File: src/rtl/sdram_bridge_pkg.sv
// Shared definitions for the AXI4-to-APB bridge in front of the SDRAM
// controller wrapper: FSM state encoding plus AXI burst/response codes.
package sdram_bridge_pkg;

    typedef enum logic [2:0] {
        ST_IDLE,
        ST_WDATA,
        ST_SETUP,
        ST_ACCESS,
        ST_BRESP,
        ST_RDATA
    } state_e;

    localparam logic [1:0] BURST_FIXED = 2'b00;
    localparam logic [1:0] BURST_INCR  = 2'b01;
    localparam logic [1:0] BURST_WRAP  = 2'b10;

    localparam logic [1:0] RESP_OKAY   = 2'b00;
    localparam logic [1:0] RESP_SLVERR = 2'b10;

endpackage

File: src/rtl/axi_addr_gen.sv
// Combinational next-beat address for an AXI burst.
// Ports: addr (current beat address), size (log2 bytes per beat),
//        burst (AXI burst type), next_addr (address of the following beat).
// FIXED holds the address; every other encoding (WRAP and reserved
// included) steps linearly by the beat size and rolls over at 2^ADDR_W.
module axi_addr_gen
    import sdram_bridge_pkg::*;
#(
    parameter int ADDR_W = 32
) (
    input  logic [ADDR_W-1:0] addr,
    input  logic [2:0]        size,
    input  logic [1:0]        burst,
    output logic [ADDR_W-1:0] next_addr
);

    always_comb begin
        if (burst == BURST_FIXED) next_addr = addr;
        else                      next_addr = addr + (ADDR_W'(1) << size);
    end

endmodule

File: src/rtl/sdram_axi4_apb_bridge.sv
// AXI4 slave to APB master bridge. One AXI transaction in flight at a time;
// every beat becomes exactly one APB transfer.
// Ports:
//   clock, reset (async, active low)
//   in_aw*/in_w*/in_b*  AXI write address / data / response channels
//   in_ar*/in_r*        AXI read address / data channels
//   out_p*              APB master (psel/penable/pwrite/paddr/pprot/pwdata/
//                       pstrb out; pready/pslverr/prdata in)
module sdram_axi4_apb_bridge
    import sdram_bridge_pkg::*;
#(
    parameter int ID_W   = 4,
    parameter int ADDR_W = 32
) (
    input  logic              clock,
    input  logic              reset,
    input  logic              in_awvalid,
    output logic              in_awready,
    input  logic [ID_W-1:0]   in_awid,
    input  logic [ADDR_W-1:0] in_awaddr,
    input  logic [7:0]        in_awlen,
    input  logic [2:0]        in_awsize,
    input  logic [1:0]        in_awburst,
    input  logic [2:0]        in_awprot,
    input  logic              in_wvalid,
    output logic              in_wready,
    input  logic [31:0]       in_wdata,
    input  logic [3:0]        in_wstrb,
    input  logic              in_wlast,
    output logic              in_bvalid,
    input  logic              in_bready,
    output logic [ID_W-1:0]   in_bid,
    output logic [1:0]        in_bresp,
    input  logic              in_arvalid,
    output logic              in_arready,
    input  logic [ID_W-1:0]   in_arid,
    input  logic [ADDR_W-1:0] in_araddr,
    input  logic [7:0]        in_arlen,
    input  logic [2:0]        in_arsize,
    input  logic [1:0]        in_arburst,
    input  logic [2:0]        in_arprot,
    output logic              in_rvalid,
    input  logic              in_rready,
    output logic [ID_W-1:0]   in_rid,
    output logic [31:0]       in_rdata,
    output logic [1:0]        in_rresp,
    output logic              in_rlast,
    output logic              out_psel,
    output logic              out_penable,
    output logic              out_pwrite,
    output logic [ADDR_W-1:0] out_paddr,
    output logic [2:0]        out_pprot,
    output logic [31:0]       out_pwdata,
    output logic [3:0]        out_pstrb,
    input  logic              out_pready,
    input  logic              out_pslverr,
    input  logic [31:0]       out_prdata
);

    state_e              state_q, state_d;
    logic                last_was_write;
    logic                served_q;      // any grant since reset
    logic [ID_W-1:0]     id_q;
    logic [ADDR_W-1:0]   addr_q, addr_nxt;
    logic [7:0]          cnt_q;
    logic [2:0]          size_q, prot_q;
    logic [1:0]          burst_q;
    logic                wr_q;
    logic [31:0]         wdata_q, rdata_q;
    logic [3:0]          wstrb_q;
    logic                err_acc, rerr_q;
    logic                aw_win, ar_win;

    // Beat count comes from len; wlast carries no extra information.
    logic unused_wlast;
    assign unused_wlast = in_wlast;

    axi_addr_gen #(.ADDR_W(ADDR_W)) u_addr_gen (
        .addr      (addr_q),
        .size      (size_q),
        .burst     (burst_q),
        .next_addr (addr_nxt)
    );

    always_ff @(posedge clock or negedge reset) begin
        if (!reset) state_q <= ST_IDLE;
        else        state_q <= state_d;
    end

    // Arbitration: on a tie the channel not served last wins. Until the first
    // grant the bridge behaves as if a write was served last, so AR goes first.
    // Gating with reset keeps both readies low while reset is held.
    always_comb begin
        state_d = state_q;
        aw_win  = 1'b0;
        ar_win  = 1'b0;
        if (state_q == ST_IDLE && reset) begin
            aw_win = in_awvalid && (!in_arvalid || (served_q && !last_was_write));
            ar_win = in_arvalid && !aw_win;
        end
        unique case (state_q)
            ST_IDLE:   if (aw_win)      state_d = ST_WDATA;
                       else if (ar_win) state_d = ST_SETUP;
            ST_WDATA:  if (in_wvalid)   state_d = ST_SETUP;
            ST_SETUP:                   state_d = ST_ACCESS;
            ST_ACCESS: if (out_pready) begin
                           if (!wr_q)             state_d = ST_RDATA;
                           else if (cnt_q != 8'd0) state_d = ST_WDATA;
                           else                   state_d = ST_BRESP;
                       end
            ST_RDATA:  if (in_rready)   state_d = (cnt_q != 8'd0) ? ST_SETUP : ST_IDLE;
            ST_BRESP:  if (in_bready)   state_d = ST_IDLE;
            default:                    state_d = ST_IDLE;
        endcase
    end

    always_ff @(posedge clock or negedge reset) begin
        if (!reset) begin
            last_was_write <= 1'b0;
            served_q       <= 1'b0;
            id_q           <= '0;
            addr_q         <= '0;
            cnt_q          <= 8'd0;
            size_q         <= 3'd0;
            burst_q        <= 2'd0;
            prot_q         <= 3'd0;
            wr_q           <= 1'b0;
            wdata_q        <= 32'd0;
            wstrb_q        <= 4'd0;
            err_acc        <= 1'b0;
            rdata_q        <= 32'd0;
            rerr_q         <= 1'b0;
        end else begin
            unique case (state_q)
                ST_IDLE: begin
                    if (aw_win) begin
                        id_q    <= in_awid;    addr_q  <= in_awaddr;
                        cnt_q   <= in_awlen;   size_q  <= in_awsize;
                        burst_q <= in_awburst; prot_q  <= in_awprot;
                        wr_q    <= 1'b1;
                    end else if (ar_win) begin
                        id_q    <= in_arid;    addr_q  <= in_araddr;
                        cnt_q   <= in_arlen;   size_q  <= in_arsize;
                        burst_q <= in_arburst; prot_q  <= in_arprot;
                        wr_q    <= 1'b0;
                    end
                    if (aw_win || ar_win) begin
                        last_was_write <= aw_win;
                        served_q       <= 1'b1;
                        err_acc        <= 1'b0;
                    end
                end
                ST_WDATA: if (in_wvalid) begin
                    wdata_q <= in_wdata;
                    wstrb_q <= in_wstrb;
                end
                ST_ACCESS: if (out_pready) begin
                    if (wr_q) begin
                        err_acc <= err_acc | out_pslverr;
                        if (cnt_q != 8'd0) begin
                            addr_q <= addr_nxt;
                            cnt_q  <= cnt_q - 8'd1;
                        end
                    end else begin
                        rdata_q <= out_prdata;
                        rerr_q  <= out_pslverr;
                    end
                end
                ST_RDATA: if (in_rready && cnt_q != 8'd0) begin
                    addr_q <= addr_nxt;
                    cnt_q  <= cnt_q - 8'd1;
                end
                default: ;
            endcase
        end
    end

    assign in_awready  = aw_win;
    assign in_arready  = ar_win;
    assign in_wready   = (state_q == ST_WDATA);

    // APB side is decoded from registered state only; psel drops while an
    // R or B response is stalled.
    assign out_psel    = (state_q == ST_SETUP) || (state_q == ST_ACCESS);
    assign out_penable = (state_q == ST_ACCESS);
    assign out_pwrite  = wr_q;
    assign out_paddr   = addr_q;
    assign out_pprot   = prot_q;
    assign out_pwdata  = wdata_q;
    assign out_pstrb   = wr_q ? wstrb_q : 4'd0;

    assign in_rvalid   = (state_q == ST_RDATA);
    assign in_rid      = id_q;
    assign in_rdata    = rdata_q;
    assign in_rresp    = rerr_q ? RESP_SLVERR : RESP_OKAY;
    assign in_rlast    = (state_q == ST_RDATA) && (cnt_q == 8'd0);

    assign in_bvalid   = (state_q == ST_BRESP);
    assign in_bid      = id_q;
    assign in_bresp    = err_acc ? RESP_SLVERR : RESP_OKAY;

endmodule
File: config.mk
export PLATFORM = sky130hd
export DESIGN_NAME = sdram_axi4_apb_bridge
export DESIGN_NICKNAME = d
export VERILOG_FILES = /design/src/rtl/sdram_bridge_pkg.sv /design/src/rtl/axi_addr_gen.sv /design/src/rtl/sdram_axi4_apb_bridge.sv
export SDC_FILE = /design/constraint.sdc
export NUM_CORES = 1
export LEC_CHECK = 0
export ABC_AREA = 1
export BUFFER_PORTS_ARGS = -buffer_cell sky130_fd_sc_hd__buf_4
export CORE_MARGIN = 2
export CORE_UTILIZATION = 25
export CTS_CLUSTER_SIZE = 24
export DETAILED_ROUTE_END_ITERATION = 12
export PLACE_DENSITY = 0.52
export SLEW_MARGIN = 25
export SYNTH_ARGS = -nofsm -noshare
export SYNTH_HDL_FRONTEND = slang
export SYNTH_SLANG_ARGS = --single-unit
File: constraint.sdc
create_clock -name clock -period 2.8 [get_ports clock]
set_clock_uncertainty 0.1 [all_clocks]
set_input_delay 0.28 -clock clock [delete_from_list [all_inputs] [get_ports clock]]
set_output_delay 0.28 -clock clock [all_outputs]
set_load 0.1 [all_outputs]
# --- Word-level counts from Yosys, hierarchy flattened ---
# Cells that the tools add are included.
totals:
  ff_bits: 128
  elab_cells: 104
classes:
  mux: 44
  bitwise: 2
  eq_ne: 14
  addsub: 2
  shift: 1
  n_reduce_logical: 26
ops:
  columns: ["operator", "n"]
  rows:
  - ["32-bit 2-to-1 mux", 7]
  - ["32-bit case mux with 3 select lines", 1]
  - ["8-bit 2-to-1 mux", 6]
  - ["3-bit 2-to-1 mux", 12]
  - ["32-bit adder", 1]
  - ["1-bit by 3-bit left shift with 32-bit output, first input constant", 1]
  - ["8-bit case mux with 3 select lines", 1]
  - ["3-bit case mux with 6 select lines", 1]
  - ["2-bit by 1-bit inequality test with 1-bit output, second input constant", 7]
  - ["4-bit 2-to-1 mux", 3]
  - ["2-bit 2-to-1 mux", 5]
  - ["8-bit logical NOT", 1]
  - ["8-bit nonzero test", 1]
  - ["8-bit by 1-bit subtractor with 8-bit output, second input constant", 1]
  - ["1-bit 2-to-1 mux", 7]
  - ["3-bit by 2-bit equality test with 1-bit output, second input constant", 2]
  - ["3-bit equality test, second input constant", 2]
  - ["1-bit logical AND", 6]
  - ["2-bit AND reduction", 3]
  - ["6-bit AND reduction", 1]
  - ["5-bit AND reduction", 1]
  - ["4-bit AND reduction", 1]
  - ["2-bit nonzero test", 2]
  - ["3-bit by 1-bit equality test with 1-bit output, second input constant", 1]
  - ["other kinds (11)", 15]

# --- Logic depth before layout (Yosys ltp) ---
# Gate-level depths: netlist of run 1.
logic_depth:
  word_depth: 10
  ltp_mapped: 15
  depth_no_buf: 15

# --- Cells and area by module ---
# Synthesis of run 1 repeated with hierarchy kept, for this count alone.
hier_totals:
  cells_unflattened: 1064
  area_unflattened_um2: 8075.2
modules_own_cells:
  columns: ["mod", "area_per_inst_um2", "n_inst", "cells_per_inst", "seq_area_each_um2"]
  rows:
  - ["sdram_axi4_apb_bridge", 6618.8, 1, 771, 3178.0]
  - ["axi_addr_gen", 1456.4, 1, 293, 0.0]

# --- Worst setup path after synthesis of run 1 ---
# No wires, ideal clock.
synth_path:
  kind: "reg-to-output"
  start: "register, netlist name out_pwrite"
  end: "output port in_arready"
  t_required_ns: 2.420
  arrival_ns: 3.422
  path_stages_with_launch: 5
  setup_slack_ns: -1.002
  path_cell_list: "dfrtp_1 -> inv_1 -> nand2_1 -> a21oi_1 -> nor3_1"
synth_lines:
  columns: ["element", "line", "rtl"]
  rows:
  - ["end: declaration", "sdram_axi4_apb_bridge.sv:35", "output logic in_arready,"]

# --- Worst setup path after layout of run 1 ---
layout_path:
  start: "register size_q[0]"
  end: "register addr_q[16] (netlist: out_paddr[16])"
layout_via:
  elab_chain_len: 7
  word_cells_on_any_way: 8
  cone_classes: "1 x add/sub; 1 x shift; 6 x mux"
layout_lines:
  columns: ["element", "line", "rtl"]
  rows:
  - ["start: declaration", "sdram_axi4_apb_bridge.sv:66", "logic [2:0] size_q, prot_q;"]
  - ["start signal: assignment", "sdram_axi4_apb_bridge.sv:138", "cnt_q <= in_awlen; size_q <= in_awsize;"]
  - ["start signal: assignment", "sdram_axi4_apb_bridge.sv:143", "cnt_q <= in_arlen; size_q <= in_arsize;"]
  - ["1-bit by 3-bit left shift with 32-bit output (*)", "axi_addr_gen.sv:19", "else next_addr = addr + (ADDR_W'(1) << size);"]
  - ["32-bit adder (*)", "axi_addr_gen.sv:19", null]
  - ["32-bit 2-to-1 mux (*)", "axi_addr_gen.sv:18", "if (burst == BURST_FIXED) next_addr = addr;"]
  - ["32-bit 2-to-1 mux", "sdram_axi4_apb_bridge.sv:160", "if (cnt_q != 8'd0) begin"]
  - ["32-bit 2-to-1 mux", "sdram_axi4_apb_bridge.sv:158", "if (wr_q) begin"]
  - ["32-bit 2-to-1 mux", "sdram_axi4_apb_bridge.sv:157", "ST_ACCESS: if (out_pready) begin"]
  - ["32-bit case mux with 3 select lines (*)", "sdram_axi4_apb_bridge.sv:134", "unique case (state_q)"]
  - ["end signal: assignment", "sdram_axi4_apb_bridge.sv:137", "id_q <= in_awid; addr_q <= in_awaddr;"]
  - ["end signal: assignment", "sdram_axi4_apb_bridge.sv:142", "id_q <= in_arid; addr_q <= in_araddr;"]
  - ["end signal: assignment", "sdram_axi4_apb_bridge.sv:161", "addr_q <= addr_nxt;"]
  - ["end: declaration", "sdram_axi4_apb_bridge.sv:64", "logic [ADDR_W-1:0] addr_q, addr_nxt;"]
# Mark *: on every way between the ends. The rest lies on a longest branch, timed or not. The select of a mux whose other input is x is not followed.
# A chain may end at the register's enable or synchronous reset.

==> results of run 1 <==
==> placed cells by master, fill, tap and decap left out, types with 5 or more instances in the layout <==
cell type	synthesis	layout
buf_4	15	311
nand2_1	234	234
nor2_1	141	140
dfrtp_1	127	127
o21ai_0	74	74
dlygate4sd3_1	0	70
mux2_2	69	69
inv_1	66	66
nand3_1	43	43
nor3_1	19	17
clkbuf_16	0	17
a21oi_1	17	16
a31oi_1	12	12
o21ai_1	9	9
a21oi_2	8	9
ha_1	9	9
o22ai_1	8	8
nand2_2	7	7
bufinv_16	0	6
inv_2	5	5
or2_2	5	5
inv_6	0	5
==> per-stage QoR <==
step | cells | instance area (sq um)
3_3_place_gp | 1582 | 9980
3_5_place_dp | 1582 | 9980
4_1_cts | 1683 | 11400
6_report | 1684 | 11400
2_1_floorplan | 926 | 7350
5_1_grt | 1683 | 11400
==> worst min path at each step <==
| stage | cells past startpoint | slack (ns) | end | from |
|---|---|---|---|---|
| CTS | 3 | 0.002 | out_pprot[2] | in_awprot[2] |
| global placement | 1 | -0.01 | state_q[2] | reset |
| global route | 2 | 0.004 | rerr_q | out_pslverr |
| detailed placement | 1 | -0.01 | state_q[2] | reset |
| floorplan | 0 | -0.12 | burst_q[0] | reset |
| finish | 3 | 0.02 | in_bid[1] | in_awid[1] |
==> cell type report <==
class | instances | area (sq um) | share of cell area
well taps | 384 | 480 | 0.0423
inverters | 72 | 273 | 0.0240
clock inverters | 14 | 253 | 0.0223
flip-flops and latches | 127 | 3180 | 0.280
diodes | 1 | 2.50 | 0.000220
repair buffers | 384 | 3090 | 0.272
clock buffers | 17 | 425 | 0.0375
multi-input cells | 685 | 3660 | 0.322
==> worst register-to-register path, cell delays in order (launching register included) <==
cell and delay, ns:
dfrtp_1 0.47, inv_1 0.13, nor3_1 0.34, fa_1 0.37, nand3_1 0.10, nand3_1 0.15
nand3_1 0.09, nand2_1 0.23, nand3_1 0.11, nand3_1 0.10, nand2_1 0.05, nand2_1 0.06
o21ai_1 0.07
==> cells by family (layout without fill, tap and decap cells) <==
group           count (synthesis)  count (layout)
simple gates                  467             467
buf+inv                       114             487
other cells                     1               3
fa+ha+maj                      10              10
mux                            69              69
compound gates                131             131
xor+xnor                        6               6
flops                         127             127
==> timing repair <==
| item | 4_1_cts | 5_1_grt |
|---|---|---|
| buffers inserted | 0 | 0 |
| hold buffers | 70 | 0 |
| hold endpoints to repair | 138 | 0 |
| setup endpoints to repair | 0 | 0 |
==> cell usage after synthesis (all sizes together) (2+ instances only) <==
cell type and instances:
a21oi 25, a31oi 12, and2 2, buf 38, clkbuf 4, dfrtp 127, ha 9, inv 72
mux2 69, nand2 241, nand3 45, nand3b 2, nand4 4, nor2 147, nor3 20, o21ai 83
o22ai 8, or2 6, xnor2 2, xor2 4
==> registers in the layout (all words and copies together) (netlist names) <==
signal      flops
burst_q         2
cnt_q           8
err_acc         1
in_bid          4
in_rdata       32
out_paddr      32
out_pprot       3
out_pwdata     32
out_pwrite      1
rerr_q          1
served_q        1
size_q          3
state_q         3
wstrb_q         4
==> layer usage <==
layer	wire length (um)	GRT usage
met1	11200	0.213
met2	12700	0.288
met3	2040	0.0522
met4	350	0.0431
met5	0	0
==> results.ini, run 1 <==
[global_routing]
overflow=0
grt_start_max_net_pins=124
antenna_found_initial=0
grt_pass1_vias=7602
grt_pass1_wl_um=41200
track_usage=0.171

[yosys]
yosysSeqAreaShare=0.433
synth_cell_types=39
synth_mux_area_frac=0.106
synth_top_family_by_area=simple AND/OR/NAND/NOR gates
synthCells=925
synthXorXnorAreaFrac=0.00716
yosys.area.top_type_share=0.433
synth_enable_flop_cells=0
synthAdderAreaFrac=0.0181
synthFlopType=dfrtp_1
synthTopCellsByArea=dfrtp_1 (43%), nand2_1 (12%), mux2_2 (11%)
synthSimpleGateAreaFrac=0.266
yosys_warnings=0
synth_top_cell_by_area=dfrtp_1
synth-compound-area-share=0.0981
syn_area_per_cell_sq_um=7.93
synth-async-reset-ratio=1.00
syn_area_sq_um=7330
ys_ff_latch=127

[cts]
ctsResizeCount=0
cts_tree=built
path_clk_slew_ns=0.06
clkLatencyLatePin_ns=0.42
htreeDepth=4
cts_buffer_depth=2
clock_sinks=127
cts_root_buf=clkbuf_16
cts_buffers=17

[detailed_routing]
vias_per_cell=4.45
routed-via-count=7489
drc_errors=0
drtIter0Drc=328
routed_wl_um=26300
firstDrtPassIters=4
routedWlPerCell_um=15.6
postRouteAntennaNets=0

[worst_setup_path]
crit_start=size_q[0]
reg2reg_to=out_paddr[16]
critPathMaxFanout=7
rr_startpoint=size_q[0]
arrival_ns=2.67
rr_worst_depth=12
max_stage_delay_ns=0.47
cp_num_cells=12
cp_num_buf_inv=1
worstPathCellList=inv_1 > nor3_1 > fa_1 > nand3_1 > nand3_1 > nand3_1 > nand2_1 > nand3_1 > nand3_1 > nand2_1 > nand2_1 > o21ai_1
crit_required_ns=2.97
crit_family=simple AND/OR/NAND/NOR gates
worst_path_most_repeated_cell=nand3_1
critPathCapture=out_paddr[16]
worst-r2r-setup-slack_ns=0.30
start_kind=flop
cp_slowest_cell=dfrtp_1
path_class=reg2reg
worstSetupEndpointType=flop

[die]
rows=62
die_w_um=175
die_y_um=175
die_area_sq_um=30700
io_pins=306
core_region_area_sq_um=28800
start_util=0.255

[sta]
setup_ws_ns=0.298
worst_pin_slew_ns=0.887
finalSetupViolations=0
period_needed_ns=2.50
slew_headroom=0.408
hold_ws_ns=0.0197
rsz0062_at_grt=no
tns_ns=0
fmax_mhz=400
drv_slew=0
hold_violations=0
fin_crit_sh=0.893

[placed_design]
dp_hpwl_um=19400
numPortBuffers=302
post-place-ws_ns=0.288
place.gp.congestion=0.826

[finish]
fin_util=0.395
drive_gt1_frac=0.349
n_fill_cell=2953
fin_nets=1479
area_growth_pct=54.8

[outcome]
status=completed

[run]
drv_cap=0

[min_path]
holdCritPathClass=in2reg

Power of run 1 is left out: the tool's default activity adds up to more than one toggle a clock period on the data nets, which glitch-free logic cannot reach.
==> inputs of run 2 (changes only) <==
--- a/config.mk
+++ b/config.mk
@@ -7,6 +7,7 @@
 export LEC_CHECK = 0
 export ABC_AREA = 1
 export BUFFER_PORTS_ARGS = -buffer_cell sky130_fd_sc_hd__buf_4
+export CORE_ASPECT_RATIO = 0.75
 export CORE_MARGIN = 2
 export CORE_UTILIZATION = 25
 export CTS_CLUSTER_SIZE = 24
==> run 2 against run 1 <==
Net effect: global-route usage increased by 0.81 points; register-to-register slack about the same; fmax decreased by 2.4%; critical endpoint is now in_bid[0]; largest cell class unchanged.
==> results.ini, run 2 (synthesis results as in run 1) <==
[worst_setup_path]
cp_slowest_cell=dlygate4sd3_1  ; was dfrtp_1
crit_family=buffers and inverters  ; was simple AND/OR/NAND/NOR gates
path_class=in2reg  ; was reg2reg
critPathMaxFanout=18  ; was 7
worst_path_most_repeated_cell=dlygate4sd3_1  ; was nand3_1
crit_required_ns=3.06  ; was 2.97 ns
start_kind=input port  ; was flop
max_stage_delay_ns=0.57  ; was 0.47 ns
worstSetupEndpointType=flop  ; unchanged
crit_start=reset  ; was size_q[0]
worstPathCellList=dlygate4sd3_1 > buf_6 > nand4_1 > a21oi_4 > buf_4 > nor2_1 > a31oi_1 > dlygate4sd3_1  ; was inv_1 > nor3_1 > fa_1 > nand3_1 > nand3_1 > nand3_1 > nand2_1 > nand3_1 > nand3_1 > nand2_1 > nand2_1 > o21ai_1
cp_num_buf_inv=4  ; was 1
arrival_ns=2.83  ; was 2.67 ns
rr_startpoint=state_q[2]  ; was size_q[0]

[placed_design]
placedCellCount=1589  ; was 1582
placed_area_sq_um=9990  ; was 9980 sq um
dp_hpwl_um=20100  ; was 19400 um
numPortBuffers=302  ; unchanged
place.gp.congestion=0.851  ; was 0.826

[cts]
postCtsSetupBuffers=0  ; unchanged
path_clk_slew_ns=0.07  ; was 0.06 ns
cts_root_buf=clkbuf_16  ; unchanged
clkLatencyLatePin_ns=0.42  ; about the same
cts_buffers=17  ; unchanged
clock_sinks=127  ; unchanged
cts_buffer_depth=2  ; unchanged
cts_tree=built  ; unchanged
htreeDepth=4  ; unchanged
ctsResizeCount=0  ; unchanged

[sta]
tns_ns=0  ; unchanged
slew_headroom=0.466  ; was 0.408
finalSetupViolations=0  ; unchanged
rsz0062_at_grt=no  ; unchanged
worst_pin_slew_ns=0.801  ; was 0.887 ns
fmax_mhz=390  ; was 400 MHz
drv_slew=0  ; unchanged
fin_crit_sh=0.916  ; was 0.893
period_needed_ns=2.56  ; was 2.50 ns
hold_violations=0  ; unchanged

[detailed_routing]
routed_wl_um=27400  ; was 26300 um
postRouteAntennaNets=0  ; unchanged
vias_per_cell=4.48  ; was 4.45
routedWlPerCell_um=16.1  ; was 15.6 um
routed-via-count=7630  ; was 7489
drtIter0Drc=469  ; was 328
firstDrtPassIters=5  ; was 4
drc_errors=0  ; unchanged

[global_routing]
grt_start_max_net_pins=116  ; was 124
antenna_found_initial=1  ; was 0
track_usage=0.179  ; was 0.171
overflow=0  ; unchanged
grt_pass1_wl_um=42800  ; was 41200 um
grt_pass1_vias=7521  ; was 7602

[finish]
drive_gt1_frac=0.346  ; was 0.349
stdcell_count=1704  ; was 1684
area_growth_pct=55.1  ; was 54.8%
mostFrequentLayoutCells=buf_4 (310), nand2_1 (234), nor2_1 (140), dfrtp_1 (127), dlygate4sd3_1 (81)  ; was buf_4 (311), nand2_1 (234), nor2_1 (140), dfrtp_1 (127), o21ai_0 (74)
fin_nets=1489  ; was 1479
finalInstanceArea_sq_um=11400  ; about the same
final_common_cell=buf_4  ; unchanged

[die]
start_util=0.253  ; was 0.255
rows=54  ; was 62
die_y_um=152  ; was 175 um
core_region_area_sq_um=29000  ; was 28800 sq um
io_pins=306  ; unchanged
die_area_sq_um=30700  ; about the same
die_w_um=202  ; was 175 um

[min_path]
holdCritPathClass=in2reg  ; unchanged
min_from=in_arprot[2]  ; was in_awid[1]

[outcome]
status=completed  ; unchanged

[run]
drv_cap=0  ; unchanged

-- run 2: changes by cell type in the layout (fill, tap and decap cells not counted) --
cell,previous run,this run
buf_4,311,310
clkinvlp_4,0,2
clkinv_2,0,2
a21oi_2,9,8
a21oi_4,0,1
bufinv_16,6,1
inv_8,1,3
diode_2,1,2
dlygate4sd3_1,70,81
-- run 2: final cells by class --
type	count	area (sq um)
Clock inverter	15	150
Fill cell	2964	17600
Clock buffer	17	425
Inverter	72	273
Timing Repair Buffer	394	3190
Multi-Input combinational cell	685	3670
Tap cell	392	490
Antenna cell	2	5.00
Sequential cell	127	3180
-- run 2: final timing paths --
check | slack, ns | to | cells after the start
min | 0.02 | out_pprot[2] | 3
min reg2reg | 0.39 | served_q | 2
max reg2reg | 0.30 | in_bid[0] | 7
max in group asynchronous | 1.46 | cnt_q[3] | 3
min in group asynchronous | 0.16 | out_pwdata[18] | 2
max | 0.24 | in_bid[0] | 8
-- run 2: worst min-delay path: stages --
cell     delay (ns)
buf_4          0.10
nand2_1        0.06
a31oi_1        0.07
-- run 2: what timing repair did --
action,4_1_cts,5_1_grt
endpoints found under the setup margin,0,0
hold buffers,80,1
endpoints found under the hold margin,88,1
-- run 2: metrics by stage --
step | util | worst slack (ns) | hold WS (ns)
after floorplan | - | -0.145 | -0.116
after global placement | 0.345 | 0.366 | 0.0313
after detailed placement | 0.345 | 0.348 | 0.0309
after CTS | 0.392 | 0.222 | 0.00175
after global routing | 0.392 | 0.0427 | 0.00633
final | 0.393 | 0.236 | 0.0226
-- run 2: routing by layer --
layer | global-route usage | wire [um]
met5 | 0 | 0
met1 | 0.229 | 12200
met4 | 0.0413 | 379
met3 | 0.0577 | 1910
met2 | 0.293 | 12900
Power of run 2 is left out for the same reason.
==> inputs of run 3 (changes only) <==
--- a/config.mk
+++ b/config.mk
@@ -13,6 +13,7 @@
 export CTS_CLUSTER_SIZE = 24
 export DETAILED_ROUTE_END_ITERATION = 12
 export PLACE_DENSITY = 0.52
+export RECOVER_POWER = 50
 export SLEW_MARGIN = 25
 export SYNTH_ARGS = -nofsm -noshare
 export SYNTH_HDL_FRONTEND = slang
==> run 3 against run 2 <==
Net effect: flip-flop and latch count is the same; the run now ends with capacitance limit, slew limit left; critical endpoint unchanged; routed wire length decreased by 0.15%; first-iteration DRC count shrank 9.4%; global-route usage unchanged; non-clock buffer count unchanged; final area down 2.1%; die area did not move.
==> results.ini, run 3 (synthesis results as in run 1) <==
[outcome]
status=finished, violations left  ; was completed
failed_checks=capacitance limit, slew limit

[cts]
clkLatencyLatePin_ns=0.42  ; about the same
cts_root_buf=clkbuf_16  ; unchanged
cts_buffer_depth=2  ; unchanged
postCtsSetupBuffers=0  ; unchanged
cts_tree=built  ; unchanged
htreeDepth=4  ; unchanged
path_clk_slew_ns=0.07  ; about the same
clock_sinks=127  ; unchanged
cts_buffers=17  ; unchanged

[sta]
worst_pin_slew_ns=1.78  ; was 0.801 ns
hold_violations=0  ; unchanged
slew_headroom=-0.187  ; was 0.466
tns_ns=0  ; unchanged
fin_crit_sh=0.911  ; was 0.916
drv_slew=116  ; was 0
finalSetupViolations=0  ; unchanged
rsz0062_at_grt=no  ; unchanged
fmax_mhz=392  ; was 390 MHz
period_needed_ns=2.55  ; was 2.56 ns

[worst_setup_path]
cp_num_cells=8  ; unchanged
rr_worst_depth=7  ; unchanged
rr_startpoint=state_q[2]  ; unchanged
cp_num_buf_inv=4  ; unchanged
worstSetupEndpointType=flop  ; unchanged
cp_slowest_cell=dlygate4sd3_1  ; unchanged
crit_required_ns=3.07  ; was 3.06 ns
arrival_ns=2.82  ; was 2.83 ns
worstPathCellList=dlygate4sd3_1 > buf_6 > nand4_1 > a21oi_4 > buf_4 > nor2_1 > a31oi_1 > dlygate4sd3_1  ; unchanged
critPathMaxFanout=18  ; unchanged
critPathCapture=in_bid[0]  ; unchanged
crit_family=buffers and inverters  ; unchanged
reg2reg_to=in_bid[0]  ; unchanged
worst_path_most_repeated_cell=dlygate4sd3_1  ; unchanged
worst-r2r-setup-slack_ns=0.29  ; was 0.30 ns
path_class=in2reg  ; unchanged
start_kind=input port  ; unchanged
crit_start=reset  ; unchanged
max_stage_delay_ns=0.57  ; about the same

[die]
start_util=0.253  ; unchanged
io_pins=306  ; unchanged
rows=54  ; unchanged
die_area_sq_um=30700  ; unchanged
die_y_um=152  ; unchanged
core_region_area_sq_um=29000  ; unchanged
die_w_um=202  ; unchanged

[global_routing]
grt_pass1_vias=7521  ; unchanged
grt_pass1_wl_um=42800  ; unchanged
grt_start_max_net_pins=116  ; unchanged
track_usage=0.179  ; unchanged
overflow=0  ; unchanged
antenna_found_initial=1  ; unchanged

[detailed_routing]
firstDrtPassIters=5  ; unchanged
routed_wl_um=27400  ; about the same
routed-via-count=7636  ; was 7630
vias_per_cell=4.48  ; about the same
routedWlPerCell_um=16.1  ; about the same
postRouteAntennaNets=0  ; unchanged
drc_errors=0  ; unchanged
drtIter0Drc=425  ; was 469

[finish]
drive_gt1_frac=0.300  ; was 0.346
fin_nets=1489  ; unchanged
area_growth_pct=51.9  ; was 55.1%
final_common_cell=buf_4  ; unchanged
mostFrequentLayoutCells=buf_4 (250), nand2_1 (234), nor2_1 (140), dfrtp_1 (127), dlygate4sd3_1 (81)  ; was buf_4 (310), nand2_1 (234), nor2_1 (140), dfrtp_1 (127), dlygate4sd3_1 (81)

[run]
drv_cap=1  ; was 0

[placed_design]
dp_hpwl_um=20100  ; unchanged
numPortBuffers=302  ; unchanged
place.gp.congestion=0.851  ; unchanged

[min_path]
holdCritPathClass=in2reg  ; unchanged

## run 3: cell count changes in the layout (fill, tap and decap cells not counted), sizes merged
cell | previous run | this run
buf | 313 | 252
clkbuf | 17 | 78
## run 3: what timing repair did
| action | 4_1_cts | 5_1_grt |
|---|---|---|
| endpoints found under the hold margin | 88 | 1 |
| gates resized for setup | 0 | 0 |
| hold buffers | 80 | 1 |
## run 3: per-stage QoR
stage | util | instance area (sq um) | hold WS [ns] | std cells | setup slack [ns]
after floorplan | - | 7350 | -0.116 | 926 | -0.145
after global placement | 0.345 | 9990 | 0.0313 | 1589 | 0.366
after detailed placement | 0.345 | 9990 | 0.0309 | 1589 | 0.348
after CTS | 0.392 | 11400 | 0.00175 | 1701 | 0.222
after global routing | 0.384 | 11100 | 0.00633 | 1703 | 0.0427
final | 0.384 | 11100 | 0.0225 | 1704 | 0.248
## run 3: how the worst min path moves through the flow
| stage | from | end | slack [ns] | depth (start not counted) |
|---|---|---|---|---|
| after global placement | reset | state_q[2] | 0.03 | 1 |
| final | in_arprot[2] | out_pprot[2] | 0.02 | 3 |
| after detailed placement | reset | state_q[2] | 0.03 | 1 |
| after floorplan | reset | burst_q[0] | -0.12 | 0 |
| after global routing | in_arprot[2] | out_pprot[2] | 0.006 | 3 |
| after CTS | in_arid[3] | in_bid[3] | 0.002 | 3 |
## run 3: layer usage
| layer | GRT usage | up-vias | part of all wire |
|---|---|---|---|
| met3 | 0.0577 | 20 | 0.069 |
| met4 | 0.0413 | 0 | 0.014 |
| met5 | 0 | - | 0 |
| li1 | - | 3767 | - |
| met1 | 0.229 | 3596 | 0.44 |
| met2 | 0.293 | 253 | 0.48 |
## run 3: worst reg2reg max path: stages (launching register included)
cell           delay, ns
dfrtp_1             0.41
inv_2               0.16
nand4_1             0.29
a21oi_4             0.37
buf_4               0.32
nor2_1              0.08
a31oi_1             0.14
dlygate4sd3_1       0.57
## run 3: cell type report
type | count | area, sq um
fill | 3034 | 17800
multi-input combinational | 685 | 3670
sequential | 127 | 3180
timing repair buffer | 394 | 2950
tap | 392 | 490
clock buffer | 17 | 425
inverter | 72 | 273
clock inverter | 15 | 150
antenna | 2 | 5.00
Power of run 3 is left out for the same reason.
